--- config.mk ---
export PLATFORM = sky130hd
export DESIGN_NAME = code_conv_fifo
export DESIGN_NICKNAME = d
export VERILOG_FILES = /design/src/rtl/code_conv_fifo.sv
export SDC_FILE = /design/constraint.sdc
export NUM_CORES = 1
export LEC_CHECK = 0
export CORE_MARGIN = 2
export CORE_UTILIZATION = 50
export DETAILED_ROUTE_END_ITERATION = 16
export DONT_BUFFER_PORTS = 1
export PLACE_DENSITY = 0.68
export SKIP_CTS_REPAIR_TIMING = 1
export SYNTH_ARGS = -nofsm -noshare
export SYNTH_HDL_FRONTEND = slang
export SYNTH_SLANG_ARGS = --single-unit
--- constraint.sdc ---
create_clock -name clk -period 2.95 [get_ports clk]
set_input_delay 0.295 -clock clk [delete_from_list [all_inputs] [get_ports clk]]
set_output_delay 0.295 -clock clk [all_outputs]
set_load 0.005 [all_outputs]
--- src/rtl/code_conv_fifo.sv ---
// Clocked 4-mode code converter (bin/gray, BCD/XS3) feeding a DEPTH-entry result FIFO.
// Optional build macro CONV_ERRCNT_EN adds a saturating count of illegal accepted words.
module code_conv_fifo #(
  parameter int WIDTH = 8,
  parameter int DEPTH = 4
) (
  input  logic             clk,
  input  logic             rst,
  input  logic             in_valid,
  output logic             in_ready,
  input  logic [1:0]       in_mode,
  input  logic [WIDTH-1:0] in_data,
  output logic             out_valid,
  input  logic             out_ready,
  output logic [WIDTH-1:0] out_data,
  output logic             out_err,
  output logic [7:0]       err_cnt
);

  localparam int AW  = $clog2(DEPTH);
  localparam int NIB = WIDTH / 4;

  logic [AW:0]      wr_ptr;
  logic [AW:0]      rd_ptr;
  logic [WIDTH-1:0] mem_data [DEPTH];
  logic [DEPTH-1:0] mem_err;

  logic [WIDTH-1:0] conv_data;
  logic             conv_err;
  logic [3:0]       nib;
  logic             full;
  logic             empty;
  logic             push;
  logic             pop;

  // Gray->bin uses the prefix-XOR form: b[i] = XOR of g[WIDTH-1:i].
  always_comb begin
    conv_data = '0;
    conv_err  = 1'b0;
    nib       = 4'h0;
    case (in_mode)
      2'b00: conv_data = in_data ^ (in_data >> 1);
      2'b01: begin
        for (int i = 0; i < WIDTH; i++) begin
          conv_data[i] = ^(in_data >> i);
        end
      end
      2'b10: begin
        for (int n = 0; n < NIB; n++) begin
          nib = in_data[4*n +: 4];
          if (nib > 4'd9) begin
            conv_data[4*n +: 4] = 4'hF;
            conv_err            = 1'b1;
          end else begin
            conv_data[4*n +: 4] = nib + 4'd3;
          end
        end
      end
      default: begin
        for (int n = 0; n < NIB; n++) begin
          nib = in_data[4*n +: 4];
          if ((nib < 4'd3) || (nib > 4'd12)) begin
            conv_data[4*n +: 4] = 4'hF;
            conv_err            = 1'b1;
          end else begin
            conv_data[4*n +: 4] = nib - 4'd3;
          end
        end
      end
    endcase
  end

  assign full      = (wr_ptr[AW] != rd_ptr[AW]) && (wr_ptr[AW-1:0] == rd_ptr[AW-1:0]);
  assign empty     = (wr_ptr == rd_ptr);
  assign in_ready  = !full;
  assign out_valid = !empty;
  assign push      = in_valid && in_ready;
  assign pop       = out_valid && out_ready;

  always_ff @(posedge clk) begin
    if (rst) begin
      wr_ptr  <= '0;
      rd_ptr  <= '0;
      mem_err <= '0;
      for (int i = 0; i < DEPTH; i++) begin
        mem_data[i] <= '0;
      end
    end else begin
      if (push) begin
        mem_data[wr_ptr[AW-1:0]] <= conv_data;
        mem_err[wr_ptr[AW-1:0]]  <= conv_err;
        wr_ptr                   <= wr_ptr + 1'b1;
      end
      if (pop) begin
        rd_ptr <= rd_ptr + 1'b1;
      end
    end
  end

  assign out_data = mem_data[rd_ptr[AW-1:0]];
  assign out_err  = mem_err[rd_ptr[AW-1:0]];

`ifdef CONV_ERRCNT_EN
  logic [7:0] err_cnt_q;

  // Counted at accept so words discarded by a later reset are still included until then.
  always_ff @(posedge clk) begin
    if (rst) begin
      err_cnt_q <= 8'h00;
    end else if (push && conv_err && (err_cnt_q != 8'hFF)) begin
      err_cnt_q <= err_cnt_q + 8'h01;
    end
  end

  assign err_cnt = err_cnt_q;
`else
  assign err_cnt = 8'h00;
`endif

endmodule

==> out/qor_table.md, run 1 <==
| Parameter | Reported | Unit |
|:---|:---|:---|
| Later-pin clock latency in the skew report | 0.29 | ns |
| Core region area | 0.00547 | mm² |
| CP required | 3.00 | ns |
| Post-layout instance area | 0.00292 | mm² |
| Final HPWL DP | 4040 | µm |
| Sink Count | 44 | - |
| Number of antenna diodes | 0 | - |
| Max-Cap Viols | 0 | - |
| Worst setup slack before clock tree synthesis | 0.859 | ns |
| Max H-tree Level | 2 | - |
| Net count reported at finish | 310 | - |
| Die H | 78.9 | µm |
| Final-layout fill cell count | 508 | - |
| Highest net fanout along the worst path | 10 | - |
| Most used DFF post-synth | edfxtp_1 | - |
| Initial antenna violation count | 0 | - |
| Worst reg-to-reg setup slack | 0.93 | ns |
| Final Hold Viols | 0 | - |
| Ys async rst share | 0 | - |
| Critical Path End Type | flop | - |
| CTS clock-pin slew for the worst setup and hold paths | 0.07 | ns |
| Gr ovfl total | 0 | - |
| Leakage power total | 1.17 | nW |
| Period utilisation layout | 0.683 | - |
| Final weighted congestion in routability-driven placement | 0.821 | - |
| Initial core utilization | 0.512 | - |
| Detailed-route vias per instance | 5.49 | - |
| Worst Tran Pin Value | 0.661 | ns |
| Largest net degree at the start of global routing | 19 | - |
| Number of rows in the core area | 27 | - |
| Worst slew margin relative to its limit | 0.555 | - |
| Post-route clock skew | 0.00276 | ns |
| Total of warnings raised by yosys | 0 | - |
| Leading post-synthesis cells by instance count | 43 x nor2_1, 32 x edfxtp_1, 28 x nand2_1, 23 x ha_1, 13 x inv_1 | - |
| Hold WC Path Type | in -> reg | - |
| First-pass iteration count of the detailed router | 4 | - |
| Crit start category | flop | - |
| Buffer depth of the longest clock path | 2 | - |
| Worst-case vdd ir drop | 215 | µV |
| Upper clock frequency limit | 0.496 | GHz |
| Vias | 1899 | - |
| Cells after Synth | 272 | - |
| Cell area after placement | 0.00284 | mm² |
| Fin crit period | 2.02 | ns |
| Outcome | finished clean | - |
| # port buffers | 0 | - |
| Clock root buffer master | clkbuf_8 | - |
| Accumulated negative setup slack | 0 | ns |
| Vias in the first global route | 1868 | - |
| Power per unit of standard cell area | 492 | mW/mm² |
| Share of the yosys chip area belonging to registers | 0.429 | - |
| Largest cells by area after synthesis | edfxtp_1 34%, ha_1 10%, dfxtp_1 8.6% | - |
| #FFs+latches synth | 44 | - |
| Horizontal extent of the die | 78.9 | µm |
| Post-synthesis area per instance | 10.3 | µm² |
| Clock tree from TritonCTS | built | - |
| Share of the core filled with cells | 0.534 | - |
| Most frequent cell after synthesis | nor2_1 | - |
| Final Slew Violations | 0 | - |
| Yosys cell types | 47 | - |
| Proportion of netlist area held by the largest area contributor | 0.343 | - |
| Post-Synthesis Cell Area | 0.00280 | mm² |
| IO Count | 33 | - |
| Starting DRC count in detailed routing | 71 | - |
| Number of DRC violations after detailed routing | 0 | - |
| Number of endpoints failing setup at the final stage | 0 | - |
| Post-synth EDFFs | 32 | - |
| Average wire per standard cell | 15.5 | µm |
| Final total power | 0.00144 | W |
| WL final | 5360 | µm |
| Dominant cell type by area after synthesis | edfxtp_1 | - |
| Die footprint | 0.00622 | mm² |
| Total GRT Usage | 0.187 | - |
| Crit Path Category | reg -> reg | - |
| First-pass GRT wire length | 9010 | µm |
| Synthesis-to-finish area growth | 4.33 | % |
| Final ANT Viol Nets | 0 | - |
| Clock buffer count from CTS | 5 | - |
| Unrepaired setup endpoints after global routing | false | - |
| Worst Slack Setup Final | 0.935 | ns |
| Fraction of layout instances using a drive strength above 1 | 0.0803 | - |
| Worst Path Arrival | 2.06 | ns |
## final cells by class
type / count / area [µm²] / area share
Timing Repair Buffer: 4 / 30.0 / 0.0103
Clock inverter: 1 / 3.75 / 0.00128
Sequential cell: 44 / 1200 / 0.411
Multi-Input combinational cell: 204 / 1460 / 0.499
Tap cell: 72 / 90.1 / 0.0308
Inverter: 14 / 65.1 / 0.0223
Clock buffer: 7 / 76.3 / 0.0261
## metal layers
layer	routed length, µm	vias up	global-route usage
met1	2420	901	0.226
li1	-	952	-
met2	2630	41	0.340
met5	0	-	0
met3	245	5	0.0375
met4	54	0	0.0517
## critical path, cell delays in order, from the launching register on
cell and delay (ns):
dfxtp_1 0.48, xnor2_1 0.18, and3b_1 0.46, clkinv_8 0.14
nand2_1 0.21, o21ai_0 0.12, buf_4 0.19
## report_power, final
part / internal (W) / switching [W]
registers: 0.000720 / 0.0000486
logic: 0.000151 / 0.000169
clock network: 0.000165 / 0.000185
## registers in the layout (all words and copies together) (netlist names), named ones only
name / count
mem_data: 32
mem_err: 4
rd_ptr: 3
wr_ptr: 3
## kinds of logic (layout without fill, tap and decap cells)
logic type,Yosys count,in the layout,synth area share
and+or+nand+nor,98,98,0.153
AOI/OAI and AO/OA,47,47,0.115
DFF,44,44,0.429
buffers and inverters,31,26,0.0607
adders and majority gates,23,23,0.103
xor gates and xnor gates,17,17,0.0585
muxes,11,11,0.0799
other,1,8,0.00134
## path summary, 6_finish.rpt
check,from,endpoint,cells after the start
max reg2reg,wr_ptr[1]$_SDFFE_PP0N_,mem_data[2][5]$_SDFFCE_PN0P_,6
min reg2reg,mem_err[3]$_SDFFE_PP0P_,mem_err[3]$_SDFFE_PP0P_,2
min,rst,wr_ptr[2]$_SDFFE_PP0N_,1
max,wr_ptr[1]$_SDFFE_PP0N_,mem_data[2][5]$_SDFFCE_PN0P_,6
## layout by cell type (no fill, tap or decap), types with 2 or more instances in the layout
cell type  instances
o21ai_0            5
a21oi_1            8
o22ai_1            3
clkbuf_1           2
o31ai_1            4
nand2_1           28
a31oi_1            4
buf_4              4
xnor2_1            9
a211oi_1           3
ha_1              23
mux4_2             9
clkbuf_8           5
dfxtp_1           12
nor2b_1            7
nor2_1            43
o41ai_1            3
a21o_1             2
edfxtp_1          32
conb_1             8
nand3_1            5
nor3_1             5
xor2_1             7
o211ai_1           3
o21ai_1            3
inv_1             13
nand2b_1           4
## per-stage QoR
stage               std cells  hold slack (ns)
finish                    346           0.0655
global route              346           0.0537
CTS                       346           0.0547
detailed placement        338            0.371
global placement          338            0.368
floorplan                 279            0.451
(Power assumes the default switching activity.)
==> run 2: changes to the inputs <==
--- a/config.mk
+++ b/config.mk
@@ -9,7 +9,7 @@
 export CORE_UTILIZATION = 50
 export DETAILED_ROUTE_END_ITERATION = 16
 export DONT_BUFFER_PORTS = 1
-export PLACE_DENSITY = 0.68
+export PLACE_DENSITY = 0.71
 export SKIP_CTS_REPAIR_TIMING = 1
 export SYNTH_ARGS = -nofsm -noshare
 export SYNTH_HDL_FRONTEND = slang
==> constraint.sdc (replaced) <==
create_clock -name clk -period 1.7 [get_ports clk]
set_input_delay 0.17 -clock clk [delete_from_list [all_inputs] [get_ports clk]]
set_output_delay 0.17 -clock clk [all_outputs]
set_load 0.005 [all_outputs]
==> run 2 against run 1 <==
Compared with the run above: sequential share of layout area fell by 4.0 points; total power rose by 88%; combinational power rose by 130%; die area did not move; critical path type unchanged; highest routed layer unchanged.
==> out/qor_table.md, run 2 (synthesis gave the netlist of run 1 again) <==
| Parameter | Reported | Unit | Change |
|:---|:---|:---|:---|
| Critical Path End Type | flop | - | unchanged |
| Later-pin clock latency in the skew report | 0.30 | ns | was 0.29 ns |
| Sink Count | 44 | - | unchanged |
| Core region area | 0.00547 | mm² | unchanged |
| CTS clock-pin slew for the worst setup and hold paths | 0.08 | ns | was 0.07 ns |
| Outcome | finished clean | - | unchanged |
| Largest register FFs | 32 | - | unchanged |
| Number of endpoints failing setup at the final stage | 0 | - | unchanged |
| Power per unit of standard cell area | 832 | mW/mm² | was 492 mW/mm² |
| Number of rows in the core area | 27 | - | unchanged |
| First-pass iteration count of the detailed router | 4 | - | unchanged |
| Clock root buffer master | clkbuf_8 | - | unchanged |
| Top reg by flops | mem_data | - | unchanged |
| Worst Path Arrival | 1.71 | ns | was 2.06 ns |
| Initial core utilization | 0.512 | - | unchanged |
| Final Hold Viols | 0 | - | unchanged |
| Synthesis-to-finish area growth | 16.1 | % | was 4.33% |
| Fin crit period | 1.70 | ns | was 2.02 ns |
| Instance count along the most critical hold path | 2 | - | was 1 |
| Startpoint of the worst hold path | in_valid | - | was rst |
| # port buffers | 0 | - | unchanged |
| Worst reg-to-reg setup slack | 0.003 | ns | was 0.93 ns |
| Final hold slack | 0.0205 | ns | was 0.0655 ns |
| Vias in the first global route | 1995 | - | was 1868 |
| Final total power | 0.00271 | W | was 0.00144 W |
| Post-layout instance area | 0.00325 | mm² | was 0.00292 mm² |
| Fraction of layout instances using a drive strength above 1 | 0.211 | - | was 0.0803 |
| Hold-critical path endpoint | mem_err[2]$_SDFFE_PP0P_ | - | was wr_ptr[2]$_SDFFE_PP0N_ |
| Met3 GRT Util | 0.0295 | - | was 0.0375 |
| Hold WC Path Type | in -> reg | - | unchanged |
| Buffer depth of the longest clock path | 2 | - | unchanged |
| CP required | 1.72 | ns | was 3.00 ns |
| Final HPWL DP | 4310 | µm | was 4040 µm |
| Highest net fanout along the worst path | 7 | - | was 10 |
| Reg2reg end | mem_data[0][0]$_SDFFCE_PN0P_ | - | was mem_data[2][5]$_SDFFCE_PN0P_ |
| Detailed-route vias per instance | 5.46 | - | was 5.49 |
| Global Route met2 Usage | 0.338 | - | was 0.340 |
| Final ANT Viol Nets | 0 | - | unchanged |
| Initial antenna violation count | 0 | - | unchanged |
| WL final | 5860 | µm | was 5360 µm |
| Final weighted congestion in routability-driven placement | 0.801 | - | was 0.821 |
| Clock buffer count from CTS | 5 | - | unchanged |
| Number of DRC violations after detailed routing | 0 | - | unchanged |
| Vias | 2048 | - | was 1899 |
| First-pass GRT wire length | 9340 | µm | was 9010 µm |
| Crit start category | flop | - | unchanged |
| Upper clock frequency limit | 0.589 | GHz | was 0.496 GHz |
| Die footprint | 0.00622 | mm² | unchanged |
| Total GRT Usage | 0.195 | - | was 0.187 |
| Accumulated negative setup slack | 0 | ns | unchanged |
| Leakage power total | 1.33 | nW | was 1.17 nW |
| Depth of the most critical reg-to-reg path | 6 | - | unchanged |
| Final Slew Violations | 0 | - | unchanged |
| Largest registers | mem_data (32), mem_err (4) | - | unchanged |
| Average wire per standard cell | 15.6 | µm | was 15.5 µm |
| Cell area after placement | 0.00308 | mm² | was 0.00284 mm² |
| Post-route clock skew | 0.00532 | ns | was 0.00276 ns |
| Gr ovfl total | 0 | - | unchanged |
| Clock tree from TritonCTS | built | - | unchanged |
| Horizontal extent of the die | 78.9 | µm | unchanged |
| IO Count | 33 | - | unchanged |
| Crit Path Category | reg -> reg | - | unchanged |
| Commonest non-fill, non-tap cell in the layout | nor2_1 | - | unchanged |
| Worst-case vdd ir drop | 424 | µV | was 215 µV |
| Net count reported at finish | 339 | - | was 310 |
| Number of antenna diodes | 0 | - | unchanged |
| Largest net degree at the start of global routing | 19 | - | unchanged |
| Starting DRC count in detailed routing | 98 | - | was 71 |
| Die H | 78.9 | µm | unchanged |
| FF-to-FF Start | wr_ptr[2]$_SDFFE_PP0N_ | - | was wr_ptr[1]$_SDFFE_PP0N_ |
| Met1 demand-to-capacity share in global routing | 0.238 | - | was 0.226 |
| Layer with the highest usage | met2 | - | unchanged |
| Max H-tree Level | 2 | - | unchanged |
| Most used cells in the layout excluding fill and tap cells | 43 x nor2_1, 32 x edfxtp_1, 29 x buf_4, 26 x nand2_1, 23 x ha_1 | - | was 43 x nor2_1, 32 x edfxtp_1, 28 x nand2_1, 23 x ha_1, 13 x inv_1 |
| Max-Cap Viols | 0 | - | unchanged |
| Period utilisation layout | 0.998 | - | was 0.683 |
| Final-layout fill cell count | 465 | - | was 508 |
## run 2: cell count changes in the layout (fill, tap and decap cells not counted), moves of 3 or more
| cell | change |
|---|---|
| buf_6 | +3 |
| buf_4 | +25 |
| dfxtp_1 | -4 |
| dfxtp_2 | +4 |
## run 2: area by class of cell
class	instances	area, µm²	share of cell area
inverters	14	65.1	0.0200
multi-input cells	204	1540	0.474
clock buffers	8	90.1	0.0277
flip-flops and latches	44	1210	0.371
well taps	72	90.1	0.0277
repair buffers	33	262	0.0804
## run 2: report_power, final
part           switching [W]  internal [W]  leakage, nW  total, W
logic               0.000386      0.000362        0.854  0.000748
registers          0.0000422       0.00125        0.434   0.00129
clock network       0.000334      0.000331       0.0455  0.000666
## run 2: per-stage QoR
| step | cells | setup WS (ns) | utilization |
|---|---|---|---|
| after global placement | 363 | -0.0576 | 0.562 |
| after global routing | 375 | -0.0335 | 0.595 |
| final | 375 | 0.00283 | 0.595 |
| after CTS | 371 | -0.0893 | 0.579 |
| after detailed placement | 363 | -0.0721 | 0.562 |
| after floorplan | 279 | 0.0131 | - |
## run 2: how the worst max path moves through the flow
stage                                start                           end  slack [ns]  cells after the start
finish              wr_ptr[2]$_SDFFE_PP0N_  mem_data[0][0]$_SDFFCE_PN0P_       0.003                      6
global route        wr_ptr[2]$_SDFFE_PP0N_  mem_data[0][0]$_SDFFCE_PN0P_       -0.03                      6
CTS                 rd_ptr[2]$_SDFFE_PP0P_  mem_data[1][0]$_SDFFCE_PN0P_       -0.09                      5
detailed placement  rd_ptr[2]$_SDFFE_PP0P_  mem_data[1][0]$_SDFFCE_PN0P_       -0.07                      5
global placement    rd_ptr[2]$_SDFFE_PP0P_  mem_data[0][0]$_SDFFCE_PN0P_       -0.06                      5
floorplan           rd_ptr[2]$_SDFFE_PP0P_      mem_data[3][0]$_DFFE_PP_        0.01                      6
## run 2: metal layers
metal,share of wire,up-vias
li1,-,1014
met4,0.022,0
met5,0,-
met1,0.43,986
met2,0.51,38
met3,0.031,10
## run 2: worst max-delay path, cell delays in order (launching register included)
cell      delay (ns)
dfxtp_1         0.32
xnor2_1         0.18
and3b_2         0.28
clkinv_8        0.08
nand2_8         0.08
o31ai_4         0.30
buf_6           0.17
==> run 3: changes to the inputs <==
--- a/config.mk
+++ b/config.mk
@@ -5,7 +5,6 @@
 export SDC_FILE = /design/constraint.sdc
 export NUM_CORES = 1
 export LEC_CHECK = 0
-export CORE_MARGIN = 2
 export CORE_UTILIZATION = 50
 export DETAILED_ROUTE_END_ITERATION = 16
 export DONT_BUFFER_PORTS = 1
==> run 3 against run 2 <==
Compared with the run above: cell area up 0.62%; utilization up 3.1 points; maximum frequency up 3.2%; first-iteration DRC count up 3.1%; combinational power down 2%; cell count down 1.6%; largest power group unchanged; clock skew about the same; setup slack better by 0.053 ns; register-to-register slack better by 0.05 ns; highest routed layer unchanged.
==> out/qor_table.md, run 3 (synthesis gave the netlist of run 1 again) <==
| Parameter | Reported | Unit | Change |
|:---|:---|:---|:---|
| Synthesis-to-finish area growth | 16.8 | % | was 16.1% |
| Crit start category | flop | - | unchanged |
| Net switching power of the design | 0.000768 | W | was 0.000763 W |
| Initial core utilization | 0.535 | - | was 0.512 |
| Net count reported at finish | 335 | - | was 339 |
| Later-pin clock latency in the skew report | 0.30 | ns | about the same |
| WL final | 5820 | µm | was 5860 µm |
| Horizontal extent of the die | 76.9 | µm | was 78.9 µm |
| Detailed-route vias per instance | 5.54 | - | was 5.46 |
| Critical Path End Type | flop | - | unchanged |
| Initial antenna violation count | 0 | - | unchanged |
| Fraction of layout instances using a drive strength above 1 | 0.217 | - | was 0.211 |
| Final ANT Viol Nets | 0 | - | unchanged |
| Sequential share of power | 0.462 | - | was 0.478 |
| Upper clock frequency limit | 0.608 | GHz | was 0.589 GHz |
| Clock Power Share | 0.277 | - | was 0.246 |
| Clock tree from TritonCTS | built | - | unchanged |
| Slowest-stage cell, CP | dfxtp_2 | - | was dfxtp_1 |
| Delay of the slowest cell on the worst path | 0.34 | ns | was 0.32 ns |
| Die footprint | 0.00591 | mm² | was 0.00622 mm² |
| Number of DRC violations after detailed routing | 0 | - | unchanged |
| Max-Cap Viols | 0 | - | unchanged |
| Routed met2 length | 2940 | µm | was 3010 µm |
| Starting DRC count in detailed routing | 101 | - | was 98 |
| Largest net degree at the start of global routing | 19 | - | unchanged |
| Worst-case vdd ir drop | 439 | µV | was 424 µV |
| CP required | 1.72 | ns | about the same |
| First-pass iteration count of the detailed router | 4 | - | unchanged |
| Total GRT Usage | 0.211 | - | was 0.195 |
| Final weighted congestion in routability-driven placement | 0.827 | - | was 0.801 |
| # port buffers | 0 | - | unchanged |
| Commonest non-fill, non-tap cell in the layout | nor2_1 | - | unchanged |
| Period utilisation layout | 0.967 | - | was 0.998 |
| Max H-tree Level | 2 | - | unchanged |
| Combinational Power Share | 0.261 | - | was 0.276 |
| Hold WC Path Type | in -> reg | - | unchanged |
| Average wire per standard cell | 15.8 | µm | was 15.6 µm |
| Highest net fanout along the worst path | 8 | - | was 7 |
| Outcome | finished clean | - | unchanged |
| Number of rows in the core area | 26 | - | was 27 |
| Number of endpoints failing setup at the final stage | 0 | - | unchanged |
| Crit path buffers/inverters | 2 | - | unchanged |
| Switching fraction of total power | 0.274 | - | was 0.282 |
| Largest register FFs | 32 | - | unchanged |
| CTS clock-pin slew for the worst setup and hold paths | 0.08 | ns | about the same |
| Die H | 76.9 | µm | was 78.9 µm |
| Top reg by flops | mem_data | - | unchanged |
| Sink Count | 44 | - | unchanged |
| Cell breakdown of the critical path | xnor2_2, and3b_2, clkinv_8, nand2_8, o31ai_4, buf_12 | - | was xnor2_1, and3b_2, clkinv_8, nand2_8, o31ai_4, buf_6 |
| Met1 wire length | 2530 | µm | about the same |
| First-pass GRT wire length | 9480 | µm | was 9340 µm |
| Leakage power total | 1.34 | nW | was 1.33 nW |
| Routed wl met3 | 260 | µm | was 183 µm |
| Fin crit period | 1.64 | ns | was 1.70 ns |
| Clock buffer count from CTS | 5 | - | unchanged |
| Buffer depth of the longest clock path | 2 | - | unchanged |
| Power per unit of standard cell area | 857 | mW/mm² | was 832 mW/mm² |
| Internal power | 0.00204 | W | was 0.00195 W |
| IO Count | 33 | - | unchanged |
| Most used cells in the layout excluding fill and tap cells | 43 x nor2_1, 32 x edfxtp_1, 26 x nand2_1, 26 x buf_4, 23 x ha_1 | - | was 43 x nor2_1, 32 x edfxtp_1, 29 x buf_4, 26 x nand2_1, 23 x ha_1 |
| Number of instances in the placed design | 358 | - | was 363 |
| Final Slew Violations | 0 | - | unchanged |
| Final HPWL DP | 4320 | µm | was 4310 µm |
| Vias in the first global route | 1954 | - | was 1995 |
| Worst Path Arrival | 1.66 | ns | was 1.71 ns |
| Vias | 2046 | - | was 2048 |
| Accumulated negative setup slack | 0 | ns | unchanged |
| Kind of cell adding the most delay to the critical path | simple AND/OR/NAND/NOR gates | - | unchanged |
| Final Instance Count excl. Fillers | 369 | - | was 375 |
| Clock root buffer master | clkbuf_8 | - | unchanged |
| Largest registers | mem_data (32), mem_err (4) | - | unchanged |
| Number of antenna diodes | 0 | - | unchanged |
| Final-layout fill cell count | 414 | - | was 465 |
| Top layer reached by signal wires | met4 | - | unchanged |
| Core region area | 0.00524 | mm² | was 0.00547 mm² |
| Post-route clock skew | 0.00526 | ns | was 0.00532 ns |
| Final Hold Viols | 0 | - | unchanged |
| Gr ovfl total | 0 | - | unchanged |
| Crit Path Category | reg -> reg | - | unchanged |
## run 3: path summary, 6_finish.rpt
check,cells after the start,slack [ns],end,from
min reg2reg,2,0.48,mem_err[3]$_SDFFE_PP0P_,mem_err[3]$_SDFFE_PP0P_
min,2,0.02,wr_ptr[1]$_SDFFE_PP0N_,in_valid
max reg2reg,6,0.06,mem_data[0][1]$_SDFFCE_PN0P_,rd_ptr[2]$_SDFFE_PP0P_
max,6,0.06,mem_data[0][1]$_SDFFCE_PN0P_,rd_ptr[2]$_SDFFE_PP0P_
## run 3: power groups by stage
stage / Combinational (W) / Sequential, W / Clock (W)
finish: 0.000733 / 0.00130 / 0.000779
global route: 0.000805 / 0.00131 / 0.000843
CTS: 0.000695 / 0.00129 / 0.000788
detailed placement: 0.000691 / 0.00132 / 0
global placement: 0.000676 / 0.00131 / 0
floorplan: 0.000525 / 0.00131 / 0
## run 3: cell type report
cell class,count,area (µm²),area share
multi-input combinational,204,1560,0.477
sequential,44,1210,0.369
timing repair buffer,29,245,0.0749
tap,70,87.6,0.0267
clock buffer,6,72.6,0.0222
inverter,14,65.1,0.0199
clock inverter,2,35.0,0.0107
## run 3: layer usage
metal / up-vias / GRT usage
met3: 7 / 0.0452
li1: 1013 / -
met1: 970 / 0.264
met2: 56 / 0.356
met5: - / 0
met4: 0 / 0.0750
## run 3: per-stage QoR
| step | hold slack [ns] | util | power [W] | instance area, µm² | setup slack (ns) |
|---|---|---|---|---|---|
| finish | 0.0198 | 0.625 | 0.00281 | 3270 | 0.0554 |
| detailed placement | 0.235 | 0.583 | 0.00201 | 3050 | -0.0982 |
| global route | 0.0230 | 0.625 | 0.00295 | 3270 | -0.00659 |
| floorplan | 0.344 | - | 0.00183 | 2880 | 0.0131 |
| CTS | -0.0841 | 0.603 | 0.00278 | 3160 | -0.113 |
| global placement | 0.238 | 0.583 | 0.00198 | 3050 | -0.0676 |
